## src/rtl/bram_arbiter.sv

```systemverilog
// bram_arbiter: shares one single-port BRAM between the Wishbone slave and the FIR engine
module bram_arbiter #(
  parameter logic [31:0] ADDR_BASE = 32'h3800_0000,
  parameter int          DELAYS    = 10
) (
  input  logic        wb_clk_i,
  input  logic        wb_rst_i,
  input  logic        wbs_stb_i,
  input  logic        wbs_cyc_i,
  input  logic        wbs_we_i,
  input  logic [3:0]  wbs_sel_i,
  input  logic [31:0] wbs_dat_i,
  input  logic [31:0] wbs_adr_i,
  output logic        wbs_ack_o,
  output logic [31:0] wbs_dat_o,
  input  logic        eng_req_i,
  input  logic [3:0]  eng_we_i,
  input  logic [31:0] eng_addr_i,
  input  logic [31:0] eng_dat_i,
  output logic        eng_gnt_o,
  output logic        eng_rvalid_o,
  output logic [31:0] eng_rdata_o,
  output logic [3:0]  bram_WE,
  output logic        bram_EN,
  output logic [31:0] bram_A,
  output logic [31:0] bram_Di,
  input  logic [31:0] bram_Do
);
  typedef enum logic [2:0] {WB_IDLE, WB_WAIT, WB_PEND, WB_RDAT, WB_ACK} wb_state_t;
  wb_state_t   r_state, w_next;
  logic [31:0] r_cnt, w_cnt_next;
  logic        r_last_eng;
  logic        r_eng_rd;
  logic        w_wb_req, w_wb_gnt, w_eng_gnt;
  logic [31:0] w_wb_addr;
  assign w_wb_addr = (wbs_adr_i - ADDR_BASE) >> 2;
  assign w_wb_req  = (r_state == WB_PEND) && wbs_cyc_i;
  // On a conflict the requester that did not win last time goes first
  assign w_wb_gnt  = w_wb_req && (!eng_req_i || r_last_eng);
  // Gated by reset so no grant is advertised while the block is held in reset
  assign w_eng_gnt = wb_rst_i && eng_req_i && !w_wb_gnt;
  assign eng_gnt_o = w_eng_gnt;
  assign wbs_ack_o = (r_state == WB_ACK);
  assign bram_EN   = w_wb_gnt || w_eng_gnt;
  assign bram_WE   = w_wb_gnt ? (wbs_we_i ? wbs_sel_i : 4'h0) : (w_eng_gnt ? eng_we_i : 4'h0);
  assign bram_A    = w_wb_gnt ? w_wb_addr : (w_eng_gnt ? eng_addr_i : 32'h0);
  assign bram_Di   = w_wb_gnt ? wbs_dat_i : (w_eng_gnt ? eng_dat_i : 32'h0);
  // Wishbone sequencing: wait states, BRAM request, read capture, ack pulse
  always_comb begin
    w_next     = r_state;
    w_cnt_next = r_cnt;
    case (r_state)
      WB_IDLE: begin
        w_cnt_next = 32'h0;
        if (wbs_stb_i && wbs_cyc_i) w_next = (DELAYS == 1) ? WB_PEND : WB_WAIT;
      end
      WB_WAIT: begin
        w_cnt_next = r_cnt + 32'h1;
        w_next     = !wbs_cyc_i ? WB_IDLE : (r_cnt == 32'(DELAYS - 2)) ? WB_PEND : WB_WAIT;
      end
      WB_PEND: w_next = !wbs_cyc_i ? WB_IDLE : !w_wb_gnt ? WB_PEND : wbs_we_i ? WB_ACK : WB_RDAT;
      WB_RDAT: w_next = WB_ACK;
      default: w_next = WB_IDLE;
    endcase
  end
  // Wishbone state and wait counter
  always_ff @(posedge wb_clk_i or negedge wb_rst_i) begin
    if (!wb_rst_i) begin
      r_state <= WB_IDLE;
      r_cnt   <= 32'h0;
    end else begin
      r_state <= w_next;
      r_cnt   <= w_cnt_next;
    end
  end
  // Remember who issued last, starting as if the engine had, so Wishbone wins the first conflict
  always_ff @(posedge wb_clk_i or negedge wb_rst_i) begin
    if (!wb_rst_i) r_last_eng <= 1'b1;
    else if (bram_EN) r_last_eng <= w_eng_gnt;
  end
  // Wishbone read data is taken from the BRAM the cycle after its issue and held
  always_ff @(posedge wb_clk_i or negedge wb_rst_i) begin
    if (!wb_rst_i) wbs_dat_o <= 32'h0;
    else if (r_state == WB_RDAT) wbs_dat_o <= bram_Do;
  end
  // Engine read return pipeline: issue, BRAM output cycle, registered data with valid pulse
  always_ff @(posedge wb_clk_i or negedge wb_rst_i) begin
    if (!wb_rst_i) begin
      r_eng_rd     <= 1'b0;
      eng_rvalid_o <= 1'b0;
      eng_rdata_o  <= 32'h0;
    end else begin
      r_eng_rd     <= w_eng_gnt && (eng_we_i == 4'h0);
      eng_rvalid_o <= r_eng_rd;
      if (r_eng_rd) eng_rdata_o <= bram_Do;
    end
  end
endmodule
```

## config.mk

```make
export PLATFORM = sky130hd
export DESIGN_NAME = bram_arbiter
export DESIGN_NICKNAME = d
export VERILOG_FILES = /design/src/rtl/bram_arbiter.sv
export SDC_FILE = /design/constraint.sdc
export NUM_CORES = 1
export LEC_CHECK = 0
export ABC_AREA = 1
export CAP_MARGIN = 10
export CORE_AREA = 2 2 144 146
export DETAILED_ROUTE_END_ITERATION = 10
export DIE_AREA = 0 0 146 148
export PLACE_DENSITY = 0.73
export SYNTH_ARGS = -nofsm -noshare
export SYNTH_HDL_FRONTEND = slang
export SYNTH_SLANG_ARGS = --single-unit
```

## constraint.sdc

```tcl
create_clock -name wb_clk_i -period 3.63 [get_ports wb_clk_i]
set_input_delay 0.726 -clock wb_clk_i [delete_from_list [all_inputs] [get_ports wb_clk_i]]
set_output_delay 0.726 -clock wb_clk_i [all_outputs]
set_load 0.005 [all_outputs]
```

## Word-level counts from Yosys, hierarchy flattened

Cells that the tools add are included.

- Reduce and logical (&&, ||, !) cells: 13
- Add/subtract/negate cells: 2
- Multiplexer cells: 15
- Equal/unequal tests: 6

Operators by type and width:

| cell | count |
|---|---|
| $mux W32 | 4 |
| $pmux W32 S2 | 1 |
| $add A32 B1 Y32 const B | 1 |
| $eq A32 B4 Y1 const B | 1 |
| $sub A32 B30 Y32 const B | 1 |
| $mux W3 | 4 |
| $mux W4 | 3 |
| $pmux W3 S4 | 1 |
| $eq A3 B2 Y1 const B | 2 |
| $logic_and A1 B1 Y1 | 6 |
| $logic_not A4 Y1 | 1 |
| $mux W2 | 2 |
| $eq A3 B1 Y1 const B | 1 |
| $eq A3 B3 Y1 const B | 1 |
| $logic_not A3 Y1 | 1 |
| $logic_not A1 Y1 | 2 |
| $logic_or A1 B1 Y1 | 2 |
| $ne A2 B2 Y1 const B | 1 |
| $reduce_bool A2 Y1 | 1 |

- Bits in registers: 102
- Output and inout bits: 136
- Logic and storage cells: 43
- Input port bits: 174

## Depth between registers and ports, before layout

Gate-level depths: netlist (run 1).

- Depth in word-level cells: 7
- Gate-level depth with buffers: 9
- Gate-level depth less buffers: 9

## Worst setup path after synthesis (run 1)

Ideal clock, no wire load.

- Path kind: input-to-output
- Start point: input wbs_cyc_i
- End point: output bram_A[0]
- Path buffers: 2
- Arrival: 1533 ps
- Slack: 1371 ps
- Stages: 9
- Required time: 2904 ps
- Cell sequence: nand2_1 -> nor3_4 -> nand2_4 -> nand2_4 -> inv_2 -> buf_6 -> buf_6 -> nand2_1 -> nand2_1

- Longest elaborated chain between the ends: 6

Ends and longest elaborated chain:

| item | RTL line | RTL |
|---|---|---|
| from (decl) | 9 | `input logic wbs_cyc_i,` |
| $logic_and A1 B1 Y1 (*) | 37 | `assign w_wb_req = (r_state == WB_PEND) && wbs_cyc_i;` |
| $logic_and A1 B1 Y1 (*) | 39 | `assign w_wb_gnt = w_wb_req && (!eng_req_i \|\| r_last_eng);` |
| $logic_not A1 Y1 | - |  |
| $logic_and A1 B1 Y1 | 41 | `assign w_eng_gnt = wb_rst_i && eng_req_i && !w_wb_gnt;` |
| $mux W32 | 46 | `assign bram_A = w_wb_gnt ? w_wb_addr : (w_eng_gnt ? eng_addr_i : 32'h0);` |
| $mux W32 (*) | 46 |  |
| to (decl) | 25 | `output logic [31:0] bram_A,` |

Every way passes the cells marked *; elsewhere a longest branch is shown, timed or not.

## Worst setup path after layout (run 1)

- Start point: input wbs_cyc_i
- End point: output bram_Di[10]

- Longest elaborated chain between the ends: 6

Ends and longest elaborated chain:

| item | RTL line | RTL |
|---|---|---|
| $logic_and A1 B1 Y1 (*) | 37 |  |
| $logic_and A1 B1 Y1 (*) | 39 |  |
| $logic_not A1 Y1 | - |  |
| $logic_and A1 B1 Y1 | 41 |  |
| $mux W32 | 47 | `assign bram_Di = w_wb_gnt ? wbs_dat_i : (w_eng_gnt ? eng_dat_i : 32'h0);` |
| $mux W32 (*) | 47 |  |
| to (decl) | 26 | `output logic [31:0] bram_Di,` |

Marks and branches as above.

==> reports/summary.md, run 1 <==
### Run status
* outcome: finished, final reports clean

### Place
* Port Buffers: 307
* final HPWL from detailed placement: 15200 um
* Final GP Congestion: 0.873

### Timing
* maximum operating frequency: 0.291 GHz
* number of pins exceeding their max-slew limit in the final report: 0
* clock skew after layout: 0.0109 ns
* setup repair after global routing missed its margin: no
* number of setup violations in the final report: 0
* summed negative setup slack over all endpoints: 0 ns
* number of failing hold endpoints at the final stage: 0
* transition time at the pin with the least slew margin: 1.04 ns
* Slew HR: 30.4%
* share of the clock period used by the worst path: 94.8%
* min cycle time layout: 3.44 ns

### Clocking
* clock buffer depth: 2
* insertion delay to the later sink of the worst-skew pair: 0.35 ns
* number of gates resized after cts: 0
* Hold Buf Count CTS: 0
* CTS HTree Levels: 3
* number of buffers inserted by post-CTS setup repair: 0
* clock sink count: 102
* CTS tree: yes
* total clock buffers created by CTS: 9
* clock edge transition at the registers on the reported setup and hold paths: 0.08 ns
* root buffer selected by CTS: clkbuf_16

### Setup path
* count of buffering cells on the critical path with inverters included: 4
* Required @ worst endpoint: 2.90 ns
* top fanout value on the critical path: 64
* worst reg2reg startpoint: r_state[2]
* series of cell instances along the critical path: clkdlybuf4s50_1 -> nand2_1 -> nor3_4 -> nand2_4 -> nand2_4 -> inv_2 -> buf_12 -> nand2_1 -> nand2_1 -> clkdlybuf4s50_1
* register-to-register path setup slack: 1.73 ns
* crit path max-delay cell type: clkdlybuf4s50_1
* arrival time reported for the critical path endpoint: 2.72 ns
* endpoint type of the worst setup path: primary output
* Crit path max-delay family: buffers and inverters
* Most common cell on crit path: nand2_1
* crit path launch: wbs_cyc_i
* end of the worst register-to-register path: r_cnt[11]
* delay of the slowest cell on the worst path: 0.50 ns
* FF-to-FF path depth: 6
* critical setup path kind: input pin to primary output
* startpoint class of the critical path: input pin

### Route
* via count: 6217
* Antenna Nets Post-Route: 0
* wire per inst: 13.6 um
* final routed wirelength across all metal layers: 19200 um
* vias per std cell: 4.40
* number of optimization iterations in the first detailed-route pass: 5
* count of routing violations after the opening detailed-route iteration: 379
* drc violations: 0

### Power and ir drop
* peak ir drop on the vdd network: 0.200 mV
* Psw: 889 uW
* relative contribution of combinational cells to total power: 26.3%
* total power: 3.07 mW
* Pwr Density: 330 nW/um2
* Sequential Power Share: 42.9%
* share of total power in the clock network: 30.8%
* Leak: 4.31 nW
* share of total power consumed by net switching: 29.0%
* Power Internal: 2.18 mW

### Final layout
* leading cell types in the layout, fill and taps excluded: nand2_1, clkdlybuf4s50_1, dfrtp_1, nor2_1, inv_1
* area added between synthesis and finish: 63.3%
* most common cell after layout, fill and taps aside: nand2_1
* antenna cell count: 0
* fin nets: 1314
* fraction of final layout cells sized beyond drive strength 1: 3.59%

### Floorplanning
* std cell rows: 52
* initial cell density of the core: 28.4%
* placeable core area: 20000 um2
* Die Outline Area: 21600 um2
* Die Ht: 148 um
* DIE WIDTH: 146 um
* total I/O pin count: 310

### Synthesis
* cell count after synthesis: 842
* count of synthesis-stage warnings from yosys: 0
* mean cell area of the mapped netlist: 6.76 um2
* sequential area share after synthesis: 44.9%
* post-synthesis cell type count: 29
* flops & latches, synth: 102
* Mapped Nets: 1019
* cell area after synthesis: 5690 um2

### Global routing
* via count of the first global-routing pass: 5999
* antenna violations before repair: 1
* maximum number of pins on one net before global-route repair: 66
* global-route congestion overflow total: 0
* aggregate global-route resource usage: 17.5%
* global-route wire length before repair: 30500 um

### Flow run
* maxcap violations: 0

### Hold path
* type of the tightest min-delay check: input pin to asynchronous set/reset pin

## synth_stat cells (all sizes together)
library cell / n / share of area (%)
nor2: 99 / 7.0
a21oi: 42 / 3.7
o21a: 1 / 0.13
nor3: 6 / 0.73
nor4: 1 / 0.11
dfstp: 1 / 0.46
o21ai: 66 / 5.8
o22ai: 1 / 0.11
nand4: 2 / 0.22
dfrtp: 101 / 44
xnor2: 1 / 0.15
buf: 18 / 2.3
nand3b: 1 / 0.13
nand3: 29 / 2.6
nand2: 363 / 24
clkbuf: 11 / 0.73
ha: 3 / 0.66
xor2: 1 / 0.15
inv: 95 / 6.3
## stage by stage
step	cell area (um2)	setup WS [ns]	util, %	instances	hold WS, ns
detailed placement	9010	0.152	44.9	1396	0.472
CTS	9300	0.137	46.4	1412	0.470
finish	9300	0.189	46.4	1412	0.445
global placement	9010	0.177	44.9	1396	0.465
floorplan	5690	1.37	-	842	0.352
global route	9300	0.0188	46.4	1412	0.487
## cell families after synthesis
| family | synth area share, % |
|---|---|
| and+or+nand+nor | 35.2 |
| buffers and inverters | 9.27 |
| AOI/OAI and AO/OA | 9.74 |
| DFF | 44.9 |
| adders and majority gates | 0.659 |
| xor gates and xnor gates | 0.308 |
## worst register-to-register path: cells and delay by family (launching register included)
family / cells / cell delay (ns)
buffers and inverters: 3 / 0.66
and+or+nand+nor: 2 / 0.49
DFF: 1 / 0.42
AOI/OAI and AO/OA: 1 / 0.20
## layer usage
| metal | global-route usage, % | vias up | part of all wire (%) |
|---|---|---|---|
| met5 | 0 | - | 0.068 |
| met4 | 6.55 | 2 | 2.3 |
| met3 | 4.85 | 25 | 8.2 |
| met2 | 29.2 | 255 | 48 |
| met1 | 21.8 | 2759 | 42 |
| li1 | - | 3176 | - |
## how the worst max path moves through the flow
stage	end	slack (ns)	cells after the start
finish	bram_Di[10]	0.19	10
global route	bram_A[1]	0.02	10
CTS	bram_Di[11]	0.14	9
detailed placement	bram_Di[11]	0.15	9
global placement	bram_Di[11]	0.18	9
floorplan	bram_A[0]	1.37	9
## layout make-up
cell class	instances	area, um2
flip-flops and latches	102	2550
multi-input cells	616	2620
repair buffers	313	3140
well taps	270	338
clock inverters	7	63.8
inverters	95	359
fillers	2022	10700
clock buffers	9	225
## sequential cells by signal, summed over array words and instances (netlist names)
signal / flops
eng_rdata_o: 32
r_last_eng: 1
wbs_dat_o: 32
r_eng_rd: 1
r_state: 3
eng_rvalid_o: 1
r_cnt: 32
## power groups by stage
| stage | sequential [mW] | clock, mW | combinational, mW |
|---|---|---|---|
| CTS | 1.32 | 0.969 | 0.815 |
| global placement | 1.34 | 0 | 0.800 |
| finish | 1.32 | 0.944 | 0.806 |
| detailed placement | 1.34 | 0 | 0.812 |
| global route | 1.33 | 1.02 | 0.886 |
| floorplan | 1.34 | 0 | 0.268 |
(Power assumes the default switching activity.)
==> run 2, diff against run 1 <==
--- a/config.mk
+++ b/config.mk
@@ -11,6 +11,7 @@
 export DETAILED_ROUTE_END_ITERATION = 10
 export DIE_AREA = 0 0 146 148
 export PLACE_DENSITY = 0.73
+export SETUP_SLACK_MARGIN = 0.05
 export SYNTH_ARGS = -nofsm -noshare
 export SYNTH_HDL_FRONTEND = slang
 export SYNTH_SLANG_ARGS = --single-unit
==> run 2 against run 1 <==
Critical path depth shrank 3. Worst hold slack lost 0.0019 ns. Via count grew 0.56%. Largest power group unchanged. Sequential share of layout area shrank 0.18 points. Power is essentially flat. First-iteration DRC count grew 0.79%. Final cell count grew 0.14%. Cell area grew 0.65%.
==> reports/summary.md, run 2 (synthesis gave the netlist of run 1 again) <==
### Route
* number of optimization iterations in the first detailed-route pass: 5, unchanged
* wire per inst: 13.7 um, was 13.6 um
* Antenna Nets Post-Route: 0, unchanged
* via count: 6252, was 6217
* count of routing violations after the opening detailed-route iteration: 382, was 379
* vias per std cell: 4.42, was 4.40
* final routed wirelength across all metal layers: 19400 um, was 19200 um
* drc violations: 0, unchanged

### Timing
* fin worst setup slack: 0.140 ns, was 0.189 ns
* maximum operating frequency: 0.287 GHz, was 0.291 GHz
* Slew HR: 30.8%, was 30.4%
* number of setup violations in the final report: 0, unchanged
* transition time at the pin with the least slew margin: 1.04 ns, about the same
* Hold Slack: 0.443 ns, was 0.445 ns
* number of failing hold endpoints at the final stage: 0, unchanged
* summed negative setup slack over all endpoints: 0 ns, unchanged
* min cycle time layout: 3.49 ns, was 3.44 ns
* number of pins exceeding their max-slew limit in the final report: 0, unchanged
* setup repair after global routing missed its margin: yes, was no
* share of the clock period used by the worst path: 96.1%, was 94.8%
* clock skew after layout: 0.0108 ns, was 0.0109 ns

### Clocking
* clock sink count: 102, unchanged
* total clock buffers created by CTS: 9, unchanged
* insertion delay to the later sink of the worst-skew pair: 0.35 ns, about the same
* clock buffer depth: 2, unchanged
* root buffer selected by CTS: clkbuf_16, unchanged
* CTS HTree Levels: 3, unchanged
* CTS tree: yes, unchanged
* Hold Buf Count CTS: 0, unchanged
* clock edge transition at the registers on the reported setup and hold paths: 0.08 ns, about the same

### Final layout
* multi-input combinational cell area: 2630 um2, was 2620 um2
* leading cell types in the layout, fill and taps excluded: nand2_1, clkdlybuf4s50_1, dfrtp_1, nor2_1, inv_1, unchanged
* final design area excluding fillers: 9360 um2, was 9300 um2
* Regs by FF count: eng_rdata_o x32, r_cnt x32, wbs_dat_o x32, unchanged
* antenna cell count: 0, unchanged
* total of fill cells in the finished design: 2021, was 2022
* fin nets: 1316, was 1314
* final design utilization: 46.7%, was 46.4%
* area added between synthesis and finish: 64.4%, was 63.3%
* fraction of final layout cells sized beyond drive strength 1: 3.76%, was 3.59%
* combined flip-flop and latch cell area: 2550 um2, unchanged
* final std cells w/o fill: 1414, was 1412
* most common cell after layout, fill and taps aside: nand2_1, unchanged

### Setup path
* startpoint class of the critical path: input pin, unchanged
* top fanout value on the critical path: 5, was 64
* endpoint type of the worst setup path: primary output, unchanged
* arrival time reported for the critical path endpoint: 2.76 ns, was 2.72 ns
* Required @ worst endpoint: 2.90 ns, about the same
* critical setup path kind: input pin to primary output, unchanged

### Global routing
* maximum number of pins on one net before global-route repair: 66, unchanged
* antenna violations before repair: 1, unchanged
* global-route wire length before repair: 30500 um, unchanged
* global-route congestion overflow total: 0, unchanged
* via count of the first global-routing pass: 5999, unchanged
* aggregate global-route resource usage: 17.5%, unchanged

### Place
* final HPWL from detailed placement: 15200 um, unchanged
* Port Buffers: 307, unchanged
* placed cells: 1396, unchanged
* Final GP Congestion: 0.873, unchanged
* pre-CTS setup slack: 0.152 ns, unchanged
* placed cell area: 9010 um2, unchanged

### Floorplanning
* DIE WIDTH: 146 um, unchanged
* placeable core area: 20000 um2, unchanged
* initial cell density of the core: 28.4%, unchanged
* Die Outline Area: 21600 um2, unchanged
* Die Ht: 148 um, unchanged
* total I/O pin count: 310, unchanged
* std cell rows: 52, unchanged

### Power and ir drop
* Pwr Density: 328 nW/um2, was 330 nW/um2
* peak ir drop on the vdd network: 0.202 mV, was 0.200 mV
* total power: 3.07 mW, about the same
* Leak: 4.35 nW, was 4.31 nW

### Flow run
* maxcap violations: 0, unchanged

### Run status
* outcome: finished, final reports clean, unchanged

### Hold path
* type of the tightest min-delay check: input pin to asynchronous set/reset pin, unchanged

## run 2: cell count changes in the layout (fill, tap and decap cells not counted)
| cell | delta |
|---|---|
| buf_4 | -1 |
| clkbuf_16 | +1 |
| buf_6 | +1 |
| clkdlybuf4s50_1 | -1 |
| dlymetal6s2s_1 | +1 |
| nand2_8 | +1 |
| buf_12 | +1 |
| nand2_4 | -1 |
## run 2: power by group
part / total (mW) / leakage, nW / internal [mW] / switching [mW]
Sequential: 1.32 / 1.13 / 1.24 / 0.0717
Combinational: 0.808 / 3.08 / 0.452 / 0.356
Clock: 0.943 / 0.136 / 0.481 / 0.462
Total: 3.07 / 4.35 / 2.18 / 0.889
## run 2: cell type report
type	instances	area share [%]
Timing Repair Buffer	315	34.1
Multi-Input combinational cell	616	28.1
Sequential cell	102	27.3
Inverter	95	3.84
Tap cell	270	3.61
Clock buffer	9	2.41
Clock inverter	7	0.682
## run 2: worst paths after layout
path                               start       endpoint  slack, ns  cells after the start
max in group asynchronous       wb_rst_i   wbs_dat_o[2]       2.00                      3
min in group wb_clk_i      wbs_dat_o[11]  wbs_dat_o[11]       0.49                      2
setup reg to reg              r_state[2]      r_cnt[11]       1.73                      6
hold / removal                  wb_rst_i     r_state[2]       0.44                      2
hold reg to reg            wbs_dat_o[11]  wbs_dat_o[11]       0.49                      2
setup / recovery               wbs_cyc_i     bram_A[25]       0.14                      7
## run 2: metal layers
metal / track usage [%] / wire (um) / vias up
li1: - / - / 3178
met1: 21.8 / 8130 / 2804
met2: 29.2 / 9240 / 243
met3: 4.85 / 1540 / 25
met4: 6.55 / 448 / 2
met5: 0 / 11 / -
## run 2: critical path, cell delays in order
cell	delay, ns
clkdlybuf4s50_1	0.52
nand2_1	0.11
nor3_4	0.23
nand2_4	0.13
buf_12	0.15
o21ai_0	0.31
clkdlybuf4s50_1	0.59
## run 2: what timing repair did
action,4_1_cts,5_1_grt
setup buffers,0,1
setup endpoints to repair,0,29
gates resized for setup,0,4
==> run 3, diff against run 2 <==
--- a/config.mk
+++ b/config.mk
@@ -11,7 +11,7 @@
 export DETAILED_ROUTE_END_ITERATION = 10
 export DIE_AREA = 0 0 146 148
 export PLACE_DENSITY = 0.73
-export SETUP_SLACK_MARGIN = 0.05
+export SETUP_SLACK_MARGIN = 0.15
 export SYNTH_ARGS = -nofsm -noshare
 export SYNTH_HDL_FRONTEND = slang
 export SYNTH_SLANG_ARGS = --single-unit
==> run 3 against run 2 <==
First-iteration DRC count is 6.8% lower. Combinational power is 1% higher. Critical path depth is 2 higher. Critical path type unchanged. Cell area is 0.76% higher. Global-route usage hardly changed.
==> reports/summary.md, run 3 (synthesis gave the netlist of run 1 again) <==
### Run status
* outcome: finished, final reports clean, unchanged

### Setup path
* end of the worst register-to-register path: r_cnt[11], unchanged
* top fanout value on the critical path: 32, was 5
* register-to-register path setup slack: 1.74 ns, was 1.73 ns
* FF-to-FF path depth: 6, unchanged
* Required @ worst endpoint: 2.90 ns, about the same
* endpoint type of the worst setup path: primary output, unchanged
* arrival time reported for the critical path endpoint: 2.62 ns, was 2.76 ns
* critical setup path kind: input pin to primary output, unchanged
* worst reg2reg startpoint: r_state[2], unchanged
* startpoint class of the critical path: input pin, unchanged

### Route
* via count: 6256, was 6252
* final routed wirelength across all metal layers: 20100 um, was 19400 um
* vias per std cell: 4.41, was 4.42
* drc violations: 0, unchanged
* count of routing violations after the opening detailed-route iteration: 356, was 382
* Antenna Nets Post-Route: 0, unchanged
* wire per inst: 14.2 um, was 13.7 um
* number of optimization iterations in the first detailed-route pass: 5, unchanged

### Place
* final HPWL from detailed placement: 15200 um, unchanged
* Port Buffers: 307, unchanged
* pre-CTS setup slack: 0.152 ns, unchanged
* Final GP Congestion: 0.873, unchanged

### Clocking
* root buffer selected by CTS: clkbuf_16, unchanged
* clock buffer depth: 2, unchanged
* total clock buffers created by CTS: 9, unchanged
* CTS tree: yes, unchanged
* insertion delay to the later sink of the worst-skew pair: 0.35 ns, about the same
* CTS HTree Levels: 3, unchanged
* clock sink count: 102, unchanged
* Hold Buf Count CTS: 0, unchanged
* clock edge transition at the registers on the reported setup and hold paths: 0.08 ns, about the same

### Timing
* summed negative setup slack over all endpoints: 0 ns, unchanged
* number of setup violations in the final report: 0, unchanged
* number of pins exceeding their max-slew limit in the final report: 0, unchanged
* maximum operating frequency: 0.299 GHz, was 0.287 GHz
* Slew HR: 30.6%, was 30.8%
* share of the clock period used by the worst path: 92.1%, was 96.1%
* number of failing hold endpoints at the final stage: 0, unchanged
* fin worst setup slack: 0.288 ns, was 0.140 ns
* transition time at the pin with the least slew margin: 1.04 ns, about the same
* min cycle time layout: 3.34 ns, was 3.49 ns
* clock skew after layout: 0.0115 ns, was 0.0108 ns
* setup repair after global routing missed its margin: no, was yes

### Power and ir drop
* relative contribution of combinational cells to total power: 26.5%, was 26.3%
* Sequential Power Share: 42.8%, was 42.9%
* peak ir drop on the vdd network: 0.201 mV, was 0.202 mV
* Psw: 897 uW, was 889 uW
* Pwr Density: 326 nW/um2, was 328 nW/um2
* Power Internal: 2.18 mW, about the same
* Leak: 4.38 nW, was 4.35 nW
* share of total power in the clock network: 30.7%, about the same
* share of total power consumed by net switching: 29.1%, was 29.0%

### Hold path
* type of the tightest min-delay check: input pin to asynchronous set/reset pin, unchanged

### Final layout
* fin nets: 1319, was 1316
* fraction of final layout cells sized beyond drive strength 1: 4.01%, was 3.76%
* leading cell types in the layout, fill and taps excluded: nand2_1, clkdlybuf4s50_1, dfrtp_1, nor2_1, inv_1, unchanged
* Regs by FF count: eng_rdata_o x32, r_cnt x32, wbs_dat_o x32, unchanged
* most common cell after layout, fill and taps aside: nand2_1, unchanged
* total of fill cells in the finished design: 2013, was 2021
* area added between synthesis and finish: 65.6%, was 64.4%

### Floorplanning
* Die Outline Area: 21600 um2, unchanged
* initial cell density of the core: 28.4%, unchanged
* placeable core area: 20000 um2, unchanged
* std cell rows: 52, unchanged
* DIE WIDTH: 146 um, unchanged
* total I/O pin count: 310, unchanged
* Die Ht: 148 um, unchanged

### Flow run
* maxcap violations: 0, unchanged

### Global routing
* global-route wire length before repair: 30500 um, about the same
* antenna violations before repair: 2, was 1
* via count of the first global-routing pass: 6002, was 5999
* aggregate global-route resource usage: 17.5%, about the same
* maximum number of pins on one net before global-route repair: 66, unchanged
* global-route congestion overflow total: 0, unchanged

## run 3: cell count changes in the layout (fill, tap and decap cells not counted), sizes merged
cell	previous run	this run
clkdlybuf4s50	305	304
clkbuf	10	12
dlymetal6s2s	1	2
diode	0	1
buf	8	9
## run 3: cell type report
class	count	area (um2)	area share, %
Tap cell	270	338	3.58
Timing Repair Buffer	318	3260	34.5
Sequential cell	102	2550	27.1
Clock buffer	9	225	2.39
Clock inverter	7	63.8	0.677
Antenna cell	1	2.50	0.0265
Inverter	95	364	3.86
Multi-Input combinational cell	616	2630	27.8
## run 3: per-layer routing
metal	share of wire (%)	vias to the layer above	global-route usage, %
li1	-	3187	-
met1	43	2808	21.8
met2	48	238	29.2
met3	7.2	21	4.85
met4	1.9	2	6.55
met5	0.050	-	0
## run 3: worst max path at each step
| stage | startpoint | depth (start not counted) | endpoint | slack, ns |
|---|---|---|---|---|
| global placement | wbs_cyc_i | 9 | bram_Di[11] | 0.18 |
| CTS | wbs_cyc_i | 9 | bram_Di[11] | 0.14 |
| global route | eng_req_i | 9 | bram_A[28] | 0.17 |
| detailed placement | wbs_cyc_i | 9 | bram_Di[11] | 0.15 |
| finish | eng_req_i | 9 | bram_Di[11] | 0.29 |
| floorplan | wbs_cyc_i | 9 | bram_A[0] | 1.37 |
## run 3: repair_timing
item                       CTS  global route
pin swaps                    0             2
setup endpoints to repair    1            63
gates resized for setup      0             7
setup buffers                0             1
cloned                       0             4
## run 3: through the flow
step / util [%] / cell area [um2] / power (mW) / hold slack, ns / cells
after floorplan: - / 5690 / 1.61 / 0.352 / 842
after global placement: 44.9 / 9010 / 2.14 / 0.465 / 1396
after detailed placement: 44.9 / 9010 / 2.15 / 0.472 / 1396
after CTS: 46.4 / 9300 / 3.10 / 0.470 / 1412
after global routing: 47.1 / 9430 / 3.25 / 0.487 / 1418
final: 47.1 / 9430 / 3.08 / 0.444 / 1418
## run 3: worst max-delay path, cell delays in order
cell	delay (ns)
clkdlybuf4s50_1	0.48
nand2_1	0.09
nand2_4	0.15
nand2_8	0.09
inv_2	0.15
buf_12	0.21
nand2_1	0.07
nand2_1	0.08
clkdlybuf4s50_1	0.56
## run 3: power by group through the flow
| stage | logic, mW | registers (mW) | clock network, mW |
|---|---|---|---|
| after detailed placement | 0.812 | 1.34 | 0 |
| after CTS | 0.815 | 1.32 | 0.969 |
| final | 0.817 | 1.32 | 0.945 |
| after global routing | 0.895 | 1.33 | 1.02 |
| after floorplan | 0.268 | 1.34 | 0 |
| after global placement | 0.800 | 1.34 | 0 |
